==> config.mk <==
export PLATFORM = sky130hd
export DESIGN_NAME = inst_prefetch_buf
export DESIGN_NICKNAME = d
export VERILOG_FILES = /design/src/rtl/inst_prefetch_buf_pkg.sv /design/src/rtl/inst_prefetch_buf_fifo.sv /design/src/rtl/inst_prefetch_buf.sv
export SDC_FILE = /design/constraint.sdc
export NUM_CORES = 1
export LEC_CHECK = 0
export BUFFER_PORTS_ARGS = -buffer_cell sky130_fd_sc_hd__buf_2
export CORE_MARGIN = 5
export CORE_UTILIZATION = 60
export CTS_BUF_LIST = sky130_fd_sc_hd__clkbuf_8
export DETAILED_ROUTE_END_ITERATION = 10
export PLACE_DENSITY = 0.83
export RECOVER_POWER = 50
export SLEW_MARGIN = 20
export SYNTH_ARGS = -nofsm -noshare
export SYNTH_HDL_FRONTEND = slang
export SYNTH_HIERARCHICAL = 1
export SYNTH_SLANG_ARGS = --single-unit
==> constraint.sdc <==
create_clock -name clk -period 10.43 [get_ports clk]
set_input_delay 1.043 -clock clk [delete_from_list [all_inputs] [get_ports clk]]
set_output_delay 1.043 -clock clk [all_outputs]
set_load 0.02 [all_outputs]
==> src/rtl/inst_prefetch_buf_pkg.sv <==
// Shared types and constants for the instruction prefetch buffer.
// Optional statistics are enabled with INST_PREFETCH_STATS_EN.
package inst_prefetch_buf_pkg;

    localparam int          INST_ADDR_W = 32;
    localparam int          INST_W      = 32;
    localparam int          PF_DEPTH    = 4;
    localparam logic [31:0] PF_RESET_PC = 32'h0000_0000;
    localparam logic        RSTN_ENABLE = 1'b0;

    typedef struct packed {
        logic [INST_ADDR_W-1:0] pc;
        logic [INST_W-1:0]      inst;
    } pf_entry_t;

    function automatic logic [15:0] sat_inc16(input logic [15:0] val, input logic en);
        if (en && (val != 16'hFFFF)) begin
            return val + 16'd1;
        end
        return val;
    endfunction

endpackage

==> src/rtl/inst_prefetch_buf_fifo.sv <==
// Generic synchronous FIFO holding {pc, inst} entries for the prefetch buffer.
// Clear drops all entries; the storage array itself is never reset.
module inst_prefetch_buf_fifo
    import inst_prefetch_buf_pkg::*;
#(
    parameter int WIDTH = 64,
    parameter int DEPTH = 4
) (
    input  logic                       clk,
    input  logic                       rst,
    input  logic                       push,
    input  logic                       pop,
    input  logic                       clear,
    input  logic [WIDTH-1:0]           wr_data,
    output logic [WIDTH-1:0]           head_data,
    output logic [$clog2(DEPTH):0]     count,
    output logic                       full,
    output logic                       empty
);

    localparam int PTR_W = $clog2(DEPTH);
    localparam int CNT_W = PTR_W + 1;

    logic [WIDTH-1:0] mem_q [DEPTH];
    logic [PTR_W-1:0] rd_ptr_q, rd_ptr_d;
    logic [PTR_W-1:0] wr_ptr_q, wr_ptr_d;
    logic [CNT_W-1:0] count_q, count_d;

    always_comb begin
        rd_ptr_d = rd_ptr_q;
        wr_ptr_d = wr_ptr_q;
        count_d  = count_q;
        if (clear) begin
            rd_ptr_d = '0;
            wr_ptr_d = '0;
            count_d  = '0;
        end else begin
            if (push) wr_ptr_d = wr_ptr_q + PTR_W'(1);
            if (pop)  rd_ptr_d = rd_ptr_q + PTR_W'(1);
            case ({push, pop})
                2'b10:   count_d = count_q + CNT_W'(1);
                2'b01:   count_d = count_q - CNT_W'(1);
                default: count_d = count_q;
            endcase
        end
    end

    always_ff @(posedge clk) begin
        if (rst == RSTN_ENABLE) begin
            rd_ptr_q <= '0;
            wr_ptr_q <= '0;
            count_q  <= '0;
        end else begin
            rd_ptr_q <= rd_ptr_d;
            wr_ptr_q <= wr_ptr_d;
            count_q  <= count_d;
        end
    end

    always_ff @(posedge clk) begin
        if (push && !clear) begin
            mem_q[wr_ptr_q] <= wr_data;
        end
    end

    assign head_data = mem_q[rd_ptr_q];
    assign count     = count_q;
    assign full      = (count_q == CNT_W'(DEPTH));
    assign empty     = (count_q == '0);

endmodule

==> src/rtl/inst_prefetch_buf.sv <==
// Instruction prefetch queue between the fetch stage and inst_rom.
// Define INST_PREFETCH_STATS_EN to add flush and empty-cycle counters.
module inst_prefetch_buf
    import inst_prefetch_buf_pkg::*;
#(
    parameter int          DEPTH    = PF_DEPTH,
    parameter logic [31:0] RESET_PC = PF_RESET_PC
) (
    input  logic        clk,
    input  logic        rst,
    input  logic        flush_i,
    input  logic [31:0] flush_pc_i,
    input  logic        fetch_rdy_i,
    output logic        inst_valid_o,
    output logic [31:0] inst_o,
    output logic [31:0] pc_o,
    output logic        rom_ce_o,
    output logic [31:0] rom_addr_o,
    input  logic [31:0] rom_data_i
`ifdef INST_PREFETCH_STATS_EN
    ,
    output logic [15:0] flush_cnt_o,
    output logic [15:0] empty_cyc_o
`endif
);

    logic [31:0]           fetch_pc_q, fetch_pc_d;
    logic                  push, pop;
    logic                  fifo_full, fifo_empty;
    logic [$clog2(DEPTH):0] fifo_count;
    pf_entry_t             wr_entry, head_entry;

    assign inst_valid_o = (fifo_count != '0);
    assign pop  = inst_valid_o && fetch_rdy_i && !flush_i;
    // A full queue still accepts a fetch when the head drains in the same cycle.
    assign push = (rst != RSTN_ENABLE) && !flush_i && (!fifo_full || pop);

    assign rom_ce_o   = push;
    assign rom_addr_o = push ? fetch_pc_q : 32'h0;

    assign wr_entry = '{pc: fetch_pc_q, inst: rom_data_i};

    always_comb begin
        fetch_pc_d = fetch_pc_q;
        if (flush_i) begin
            fetch_pc_d = flush_pc_i & 32'hFFFF_FFFC;
        end else if (push) begin
            fetch_pc_d = fetch_pc_q + 32'd4;
        end
    end

    always_ff @(posedge clk) begin
        if (rst == RSTN_ENABLE) begin
            fetch_pc_q <= RESET_PC;
        end else begin
            fetch_pc_q <= fetch_pc_d;
        end
    end

    inst_prefetch_buf_fifo #(
        .WIDTH ($bits(pf_entry_t)),
        .DEPTH (DEPTH)
    ) u_fifo (
        .clk       (clk),
        .rst       (rst),
        .push      (push),
        .pop       (pop),
        .clear     (flush_i),
        .wr_data   (wr_entry),
        .head_data (head_entry),
        .count     (fifo_count),
        .full      (fifo_full),
        .empty     (fifo_empty)
    );

    assign inst_o = fifo_empty ? 32'h0 : head_entry.inst;
    assign pc_o   = fifo_empty ? 32'h0 : head_entry.pc;

`ifdef INST_PREFETCH_STATS_EN
    logic [15:0] flush_cnt_q, flush_cnt_d;
    logic [15:0] empty_cyc_q, empty_cyc_d;

    always_comb begin
        flush_cnt_d = sat_inc16(flush_cnt_q, flush_i);
        empty_cyc_d = sat_inc16(empty_cyc_q, !inst_valid_o);
    end

    always_ff @(posedge clk) begin
        if (rst == RSTN_ENABLE) begin
            flush_cnt_q <= '0;
            empty_cyc_q <= '0;
        end else begin
            flush_cnt_q <= flush_cnt_d;
            empty_cyc_q <= empty_cyc_d;
        end
    end

    assign flush_cnt_o = flush_cnt_q;
    assign empty_cyc_o = empty_cyc_q;
`endif

endmodule

* After elaboration in Yosys (flattened, before gate mapping)
Memory sizes are Yosys's and may differ from the RTL's. A register that Yosys moved wholly into a read port is not among the register bits.
Cells that the tools add are included.
** Word-level totals
- Output and inout bits :: 98
- Bits of input ports :: 68
- Logic and storage cells :: 38
- Memories kept :: 1
- Register bits after elaboration :: 39
- Bits in writable memories :: 256
** Cells by class
- Eq/ne operators :: 3
- Mux-type cells :: 10
- Bitwise gates (word level) :: 1
- Reduce and logical (&&, ||, !) cells :: 13
- Add/sub/neg operators :: 5
** Memory list
- u_fifo.mem_q :: depth 4, width 64, read ports 1, clocked after memory_dff 1, wr ports 1, RTL line inst_prefetch_buf_fifo.sv:24 : logic [WIDTH-1:0] mem_q [DEPTH];
** Operators by type and width (count)
- $mux 32 :: 5
- $add 32x3->32 const B :: 1
- $pmux 3 s2 :: 1
- $logic_and 1x1->1 :: 5
- $add 2x1->2 const B :: 2
- $mux 2 :: 2
- $reduce_bool 2->1 :: 2
- $add 3x1->3 const B :: 1
- $eq 3x3->1 const B :: 1
- $logic_not 3->1 :: 1
- $reduce_bool 3->1 :: 1
- $sub 3x1->3 const B :: 1
- $eq 2x1->1 const B :: 1
- $eq 2x2->1 const B :: 1
- $logic_not 1->1 :: 2
- $mux 1 :: 2
- $reduce_or 2->1 :: 1
- $logic_or 1x1->1 :: 1
- $not 1->1 :: 1

* Longest topological paths before layout
Gate-level depths: netlist of the first run.
- Depth in word-level cells :: 8
- Gate-level depth with buffers :: 13
- Depth with buffers taken out :: 11

* Modules after synthesis
Netlist of the first run, hierarchy kept.
** Modules (own cells, without submodules)
- inst_prefetch_buf_fifo :: cells each 383, instances 1, area an instance 9754.4 um^2, sequential area each 7867.5 um^2
- inst_prefetch_buf :: cells each 350, instances 1, area an instance 2552.4 um^2, sequential area each 600.6 um^2

* Worst setup path after synthesis of the first run
Ideal clock, no wire load.
- Kind :: input port to flip-flop
- Start point :: in rst
- End point :: mem u_fifo.mem_q[0][0] (enable)
- Library setup time :: 0.429 ns
- Stages on the path :: 6
- Arrival :: 3.732 ns
- Setup slack :: 6.269 ns
- Path buffers :: 2
- Data required time :: 10.001 ns
- Path through :: clkbuf_1 -> o211a_1 -> clkbuf_1 -> inv_1 -> nor2_1 -> and2_1
** Between the ends
- Cells in the longest elaborated chain, start to end :: 5
** RTL lines
- start, declared :: RTL line inst_prefetch_buf.sv:10 : input logic rst,
- $logic_and 1x1->1 (2 in series) :: RTL line inst_prefetch_buf.sv:36 : assign push = (rst != RSTN_ENABLE) && !flush_i && (!fifo_full || pop);
- named net rom_ce_o :: RTL line inst_prefetch_buf.sv:17 : output logic rom_ce_o,
- $logic_and 1x1->1 :: RTL line inst_prefetch_buf_fifo.sv:61 : if (push && !clear) begin
- $mux 1 :: RTL line inst_prefetch_buf_fifo.sv:61
- $mux 1 (not written as such) :: RTL line inst_prefetch_buf_fifo.sv:62 : mem_q[wr_ptr_q] <= wr_data;
- end, declared :: RTL line inst_prefetch_buf_fifo.sv:24
The timed path passes the listed nets, and every way through them passes these cells.

==> metrics.txt, run 1 <==
CP delay by family, top flip-flops; area share of the largest cell type after synthesis 0.625; TritonCTS clock tree done; critical path launch point type register; CP max stage delay 2.43 ns; Fin Clk Skew 0.0242 ns; sequential share of power 0.566; net total in the final layout 992; Sw Share 0.215; leakage 4.81 nW; slew margin rel. -1.07; drc violations 0; proportion of layout cells with a drive suffix above 1 0.261; vias in the first global route 7443; library cell with the largest summed area after synthesis edfxtp_1; max-slew violation total from the final report 104; global routing usage summed across all routing layers 0.213; buffers from clock root to sink, at most 3; slew at the pin with the worst max-slew slack 3.10 ns; number of sinks handled by clock tree synthesis 295; Syn-to-layout area delta 14.6%; data arrival time at the worst-slack endpoint 4.02 ns; antenna viol nets, final 0; number of synthesized register bits 295; count of buffers added by post-CTS timing repair for setup 0; clock network latency to the later pin of the worst-skew pair 0.55 ns; number of buffer cells added on primary ports 161; endpoint of the worst register-to-register path u_fifo/mem_q[1][30]; sequence of cells on the critical path mux4_2, nor2b_1, clkbuf_1; cells taking the most area after synthesis edfxtp_1, mux4_2, dfxtp_1, nor2b_1, and2_1; total grt overflow 0; standard-cell rows 52; final-layout setup total negative slack 0 ns; worst reg-to-reg path cell count 7; Initial Util 0.608; launch point of the worst reg-to-reg path u_fifo/count[0]; number of standard cells after synthesis 733; gp weighted congestion 0.916; proportion of power drawn by the clock network 0.390; cell area power density 166 nW/um2; RSZ-0062 raised after global routing no; non-filler instance count after layout 1224; Psw 0.505 mW; run status complete, but fails checks; highest fanout seen on the critical path 64; hold violation total from the final report 0; Netlist Area Pre-Place 12300 um2; violations in the final reports capacitance limit, slew limit; Pint 1.84 mW; final-report setup violation count 0; number of diodes 0; nature of the critical path endpoint output port; full die area 23500 um2; placed cell count 1138; largest net degree at the start of global routing 65; Worst Hold Path EP u_fifo/rd_ptr_q[1]; clock edge transition at the registers on the reported setup and hold paths 0.06 ns; post-route fraction of the period consumed by the critical path 0.486; Chip Height 153 um; Final Cell Area 14100 um2; Top-Level Pins 166; most instantiated flip-flop cell in the synthesis netlist edfxtp_1; Worst Hold Path Cells 2; Post-synth top cells edfxtp_1, nor2b_1, mux4_2, dfxtp_1, and2_1; required time at the worst-slack endpoint 9.39 ns; count of distinct cell types in the synthesized netlist 61; number of hold buffers added after cts 0; total number of vias 7037; setup slack on the worst flop-to-flop path 6.85 ns; Detailed Routing Iterations Pass 1 5; Ys Warns 6; proportion of synthesized chip area in sequential cells 0.688; CTS H-tree depth 2; mean number of vias per cell 5.75; first-pass GRT wire length 39700 um; critical path class register to output port; half-perimeter wire length of the detailed placement result 15100 um; DRC marker count from the first detailed-route iteration 621; CTS Buf Count 47; Worst path slowest cell dfxtp_1; Placement Cell Area 13300 um2; worst vdd ir 0.000107 V; cell at the root of the clock tree clkbuf_8; initial antenna violation count 0; Peak Freq 197 MHz; Worst Hold Launch u_fifo/rd_ptr_q[1]; routed length per placed instance 20.2 um; count of max-cap constraint violations 2; post-detailed-routing wire length 24800 um; count leader, synth edfxtp_1; total of fill cells in the finished design 1369; combinational cell fraction of total power 0.044; count of flip-flops with a built-in enable after synthesis 256; Buf+Inv Stages, Crit Path 1; die width 153 um; CTS resizes 0; share of synthesized flip-flops with an asynchronous set or reset 0; core area 20200 um2; class of the tightest hold or removal check register to register; Tmin final 5.07 ns; mean instance size in the synthesized netlist 16.8 um2
-- power groups by stage --
| stage | registers (mW) | clock network, mW | logic (mW) |
|---|---|---|---|
| after floorplan | 1.34 | 0 | 0.0660 |
| after global placement | 1.35 | 0 | 0.103 |
| after detailed placement | 1.35 | 0 | 0.106 |
| after CTS | 1.33 | 0.935 | 0.106 |
| after global routing | 1.33 | 0.995 | 0.114 |
| final | 1.33 | 0.914 | 0.103 |
-- cells in the final DEF (no fill, tap or decap), types with 18 or more instances in the layout --
cell / count
buf_2: 110
edfxtp_1: 256
clkbuf_1: 51
clkbuf_8: 54
dfxtp_1: 38
nor2_1: 18
and2_1: 32
mux4_2: 60
nor2b_1: 64
o21ai_0: 28
inv_1: 35
-- worst max path at each step --
stage	start	cells after the start	slack, ns	to
4_1_cts	register	4	6.37	pc_o[30]
2_1_floorplan	rst	6	6.27	u_fifo/mem_q[0][0]
3_5_place_dp	rst	5	6.21	u_fifo/mem_q[1][46]
5_1_grt	register	3	5.00	pc_o[20]
3_3_place_gp	rst	5	6.32	u_fifo/mem_q[0][22]
6_report	register	3	5.36	pc_o[29]
-- metrics by stage --
stage	setup slack [ns]	hold WS, ns	util	power (mW)
2_1_floorplan	6.27	0.474	-	1.41
3_3_place_gp	6.32	0.501	0.656	1.45
3_5_place_dp	6.21	0.513	0.656	1.46
4_1_cts	6.37	0.532	0.700	2.37
5_1_grt	5.00	0.576	0.697	2.44
6_report	5.36	0.530	0.697	2.34
-- metal layers --
metal	track usage	up-vias	wire (um)
li1	-	3254	-
met1	0.299	3452	10600
met2	0.343	290	11800
met3	0.0498	41	1940
met4	0.0577	0	433
met5	0	-	0
-- tightest hold or removal path: stages, from the launching register on --
cell	delay, ns
dfxtp_1	0.32
xor2_1	0.06
nor2_1	0.10
-- area by class of cell --
class | instances | area [um2] | share of cell area
Clock buffer | 54 | 743 | 0.0527
Sequential cell | 295 | 8470 | 0.601
Multi-Input combinational cell | 394 | 3560 | 0.252
Inverter | 12 | 45.0 | 0.00319
Clock inverter | 32 | 158 | 0.0112
Tap cell | 270 | 338 | 0.0240
Timing Repair Buffer | 167 | 787 | 0.0558
-- flip-flops by register name, indices dropped and copies added (netlist names), named ones only --
register / flops
u_fifo/count: 3
fetch_pc_q: 30
u_fifo/rd_ptr_q: 2
u_fifo/wr_ptr_q: 2
u_fifo/mem_q: 256
-- cells by family (layout without fill, tap and decap cells) --
logic type                 count (synthesis)  after routing  share of synthesized area
buffers and inverters                     53            265                     0.0267
and+or+nand+nor                          206            206                     0.0987
muxes                                     65             65                      0.119
adders and majority gates                  7              7                    0.00773
DFF                                      295            295                      0.688
AOI/OAI and AO/OA                         95             95                     0.0514
other                                      1             10                   0.000305
xor gates and xnor gates                  11             11                    0.00783
Note: power is estimated with default switching activity, not from simulation.
==> run 2: changes to the inputs <==
--- a/config.mk
+++ b/config.mk
@@ -7,10 +7,10 @@
 export LEC_CHECK = 0
 export BUFFER_PORTS_ARGS = -buffer_cell sky130_fd_sc_hd__buf_2
 export CORE_MARGIN = 5
-export CORE_UTILIZATION = 60
+export CORE_UTILIZATION = 54
 export CTS_BUF_LIST = sky130_fd_sc_hd__clkbuf_8
 export DETAILED_ROUTE_END_ITERATION = 10
-export PLACE_DENSITY = 0.83
+export PLACE_DENSITY = 0.79
 export RECOVER_POWER = 50
 export SLEW_MARGIN = 20
 export SYNTH_ARGS = -nofsm -noshare
==> constraint.sdc (replaced) <==
create_clock -name clk -period 4.35 [get_ports clk]
set_input_delay 0.435 -clock clk [delete_from_list [all_inputs] [get_ports clk]]
set_output_delay 0.435 -clock clk [all_outputs]
set_load 0.02 [all_outputs]
==> metrics.txt, run 2 (synthesized netlist as in run 1, its figures left out) <==
run status finished clean; post-detailed-routing wire length 25000 um; half-perimeter wire length of the detailed placement result 15000 um; total number of vias 7082; worst vdd ir 0.000166 V; clock network latency to the later pin of the worst-skew pair 0.53 ns; proportion of layout cells with a drive suffix above 1 0.250; mean number of vias per cell 5.72; Detailed Routing Iterations Pass 1 5; critical path launch point type register; Top-Level Pins 166; worst reg-to-reg path cell count 7; register bank with the most flops u_fifo/mem_q; data arrival time at the worst-slack endpoint 2.68 ns; Peak Freq 321 MHz; number of diodes 0; met2 WL post-DR 12500 um; cell area power density 393 nW/um2; total grt overflow 0; vias in the first global route 7116; endpoint of the worst register-to-register path u_fifo/mem_q[3][6]; number of buffer cells added on primary ports 161; DRC marker count from the first detailed-route iteration 501; max-slew violation total from the final report 0; RSZ-0062 raised after global routing no; Initial Util 0.545; CTS H-tree depth 2; final-layout setup total negative slack 0 ns; CTS Buf Count 45; Final Cell Area 14100 um2; sequence of cells on the critical path buf_4, mux4_2, nor2b_1, buf_2; sequential share of power 0.576; post-route fraction of the period consumed by the critical path 0.716; CTS resizes 0; combinational cell fraction of total power 0.044; Psw 1.20 mW; TritonCTS clock tree done; Chip Height 161 um; most used cells in the layout excluding fill and tap cells edfxtp_1, buf_2, nor2b_1, clkbuf_1, mux4_2; clock edge transition at the registers on the reported setup and hold paths 0.06 ns; routed wire length on met3 1690 um; worst hold slack 0.132 ns; full die area 25900 um2; flip-flop count of the largest register, all copies and words added 256; buffers from clock root to sink, at most 3; die width 161 um; first-pass GRT wire length 39000 um; routed length per placed instance 20.2 um; slew at the pin with the worst max-slew slack 1.01 ns; gp weighted congestion 0.821; standard-cell rows 55; antenna viol nets, final 0; leakage 4.70 nW; Met1 Wirelength 10300 um; count of max-cap constraint violations 0; most common cell after layout, fill and taps aside edfxtp_1; final-report setup violation count 0; Pint 4.32 mW; highest fanout seen on the critical path 35; initial antenna violation count 0; Syn-to-layout area delta 14.2%; nature of the critical path endpoint output port; number of hold buffers added after cts 0; Worst Hold Path Cells 3; required time at the worst-slack endpoint 3.91 ns; cell at the root of the clock tree clkbuf_8; Tmin final 3.12 ns; Worst path slowest cell dfxtp_4; slew margin rel. 0.326; critical path class register to output port; Worst Hold Launch flush_pc_i[12]; Fin Clk Skew 0.0149 ns; CP max stage delay 0.81 ns; number of sinks handled by clock tree synthesis 295; DR top layer met4; Worst Hold Path EP fetch_pc_q[12]; global routing usage summed across all routing layers 0.193; core area 22600 um2; setup slack on the worst flop-to-flop path 1.50 ns; class of the tightest hold or removal check primary input to register; hold violation total from the final report 0; net total in the final layout 991; largest net degree at the start of global routing 65; final core area utilization 0.623; launch point of the worst reg-to-reg path u_fifo/count[0]; proportion of power drawn by the clock network 0.380; drc violations 0; Placement Cell Area 13300 um2; count of buffers added by post-CTS timing repair for setup 0; Sw Share 0.218
[run 2: changes by cell type in the layout (fill, tap and decap cells not counted), moves of 2 or more]
cell / delta
clkbuf_1: +12
clkinv_2: +5
clkinv_1: +6
and2_1: +2
and2_0: -2
buf_2: -12
inv_1: -10
[run 2: layout make-up]
type / count / area (um2)
clock buffer: 53 / 729
clock inverter: 31 / 130
fill: 1682 / 8520
inverter: 12 / 45.0
multi-input combinational: 394 / 3530
sequential: 295 / 8480
tap: 285 / 357
timing repair buffer: 168 / 779
[run 2: power groups by stage]
stage               combinational (mW)  sequential, mW  clock [mW]
floorplan                        0.158            3.21           0
global placement                 0.246            3.24           0
detailed placement               0.251            3.24           0
CTS                              0.252            3.18        2.16
global route                     0.268            3.19        2.31
finish                           0.243            3.18        2.10
[run 2: worst max path at each step]
| stage | start | to | slack (ns) | cells after the start |
|---|---|---|---|---|
| floorplan | u_fifo/count[0] | u_fifo/mem_q[0][0] | 0.50 | 9 |
| global placement | rst | u_fifo/mem_q[0][14] | 1.57 | 5 |
| detailed placement | rst | u_fifo/mem_q[1][14] | 1.54 | 5 |
| CTS | register | pc_o[7] | 1.11 | 4 |
| global route | register | pc_o[7] | 0.97 | 4 |
| finish | register | pc_o[7] | 1.23 | 4 |
[run 2: per-layer routing]
layer | GRT usage | up-vias
met3 | 0.0334 | 40
met2 | 0.321 | 276
met4 | 0.0562 | 0
met1 | 0.266 | 3506
met5 | 0 | -
li1 | - | 3260
[run 2: worst max-delay path, delay by kind of cell, from the launching register on]
family	cells	cell delay, ns
multiplexers	1	0.56
flip-flops	1	0.81
buffers and inverters	2	0.63
AND/OR/NAND/NOR	1	0.15
[run 2: per-stage QoR]
step / worst slack, ns / power (mW) / std cells
detailed placement: 1.54 / 3.49 / 1154
global route: 0.971 / 5.76 / 1238
CTS: 1.11 / 5.59 / 1238
global placement: 1.57 / 3.48 / 1154
finish: 1.23 / 5.53 / 1238
floorplan: 0.505 / 3.37 / 742
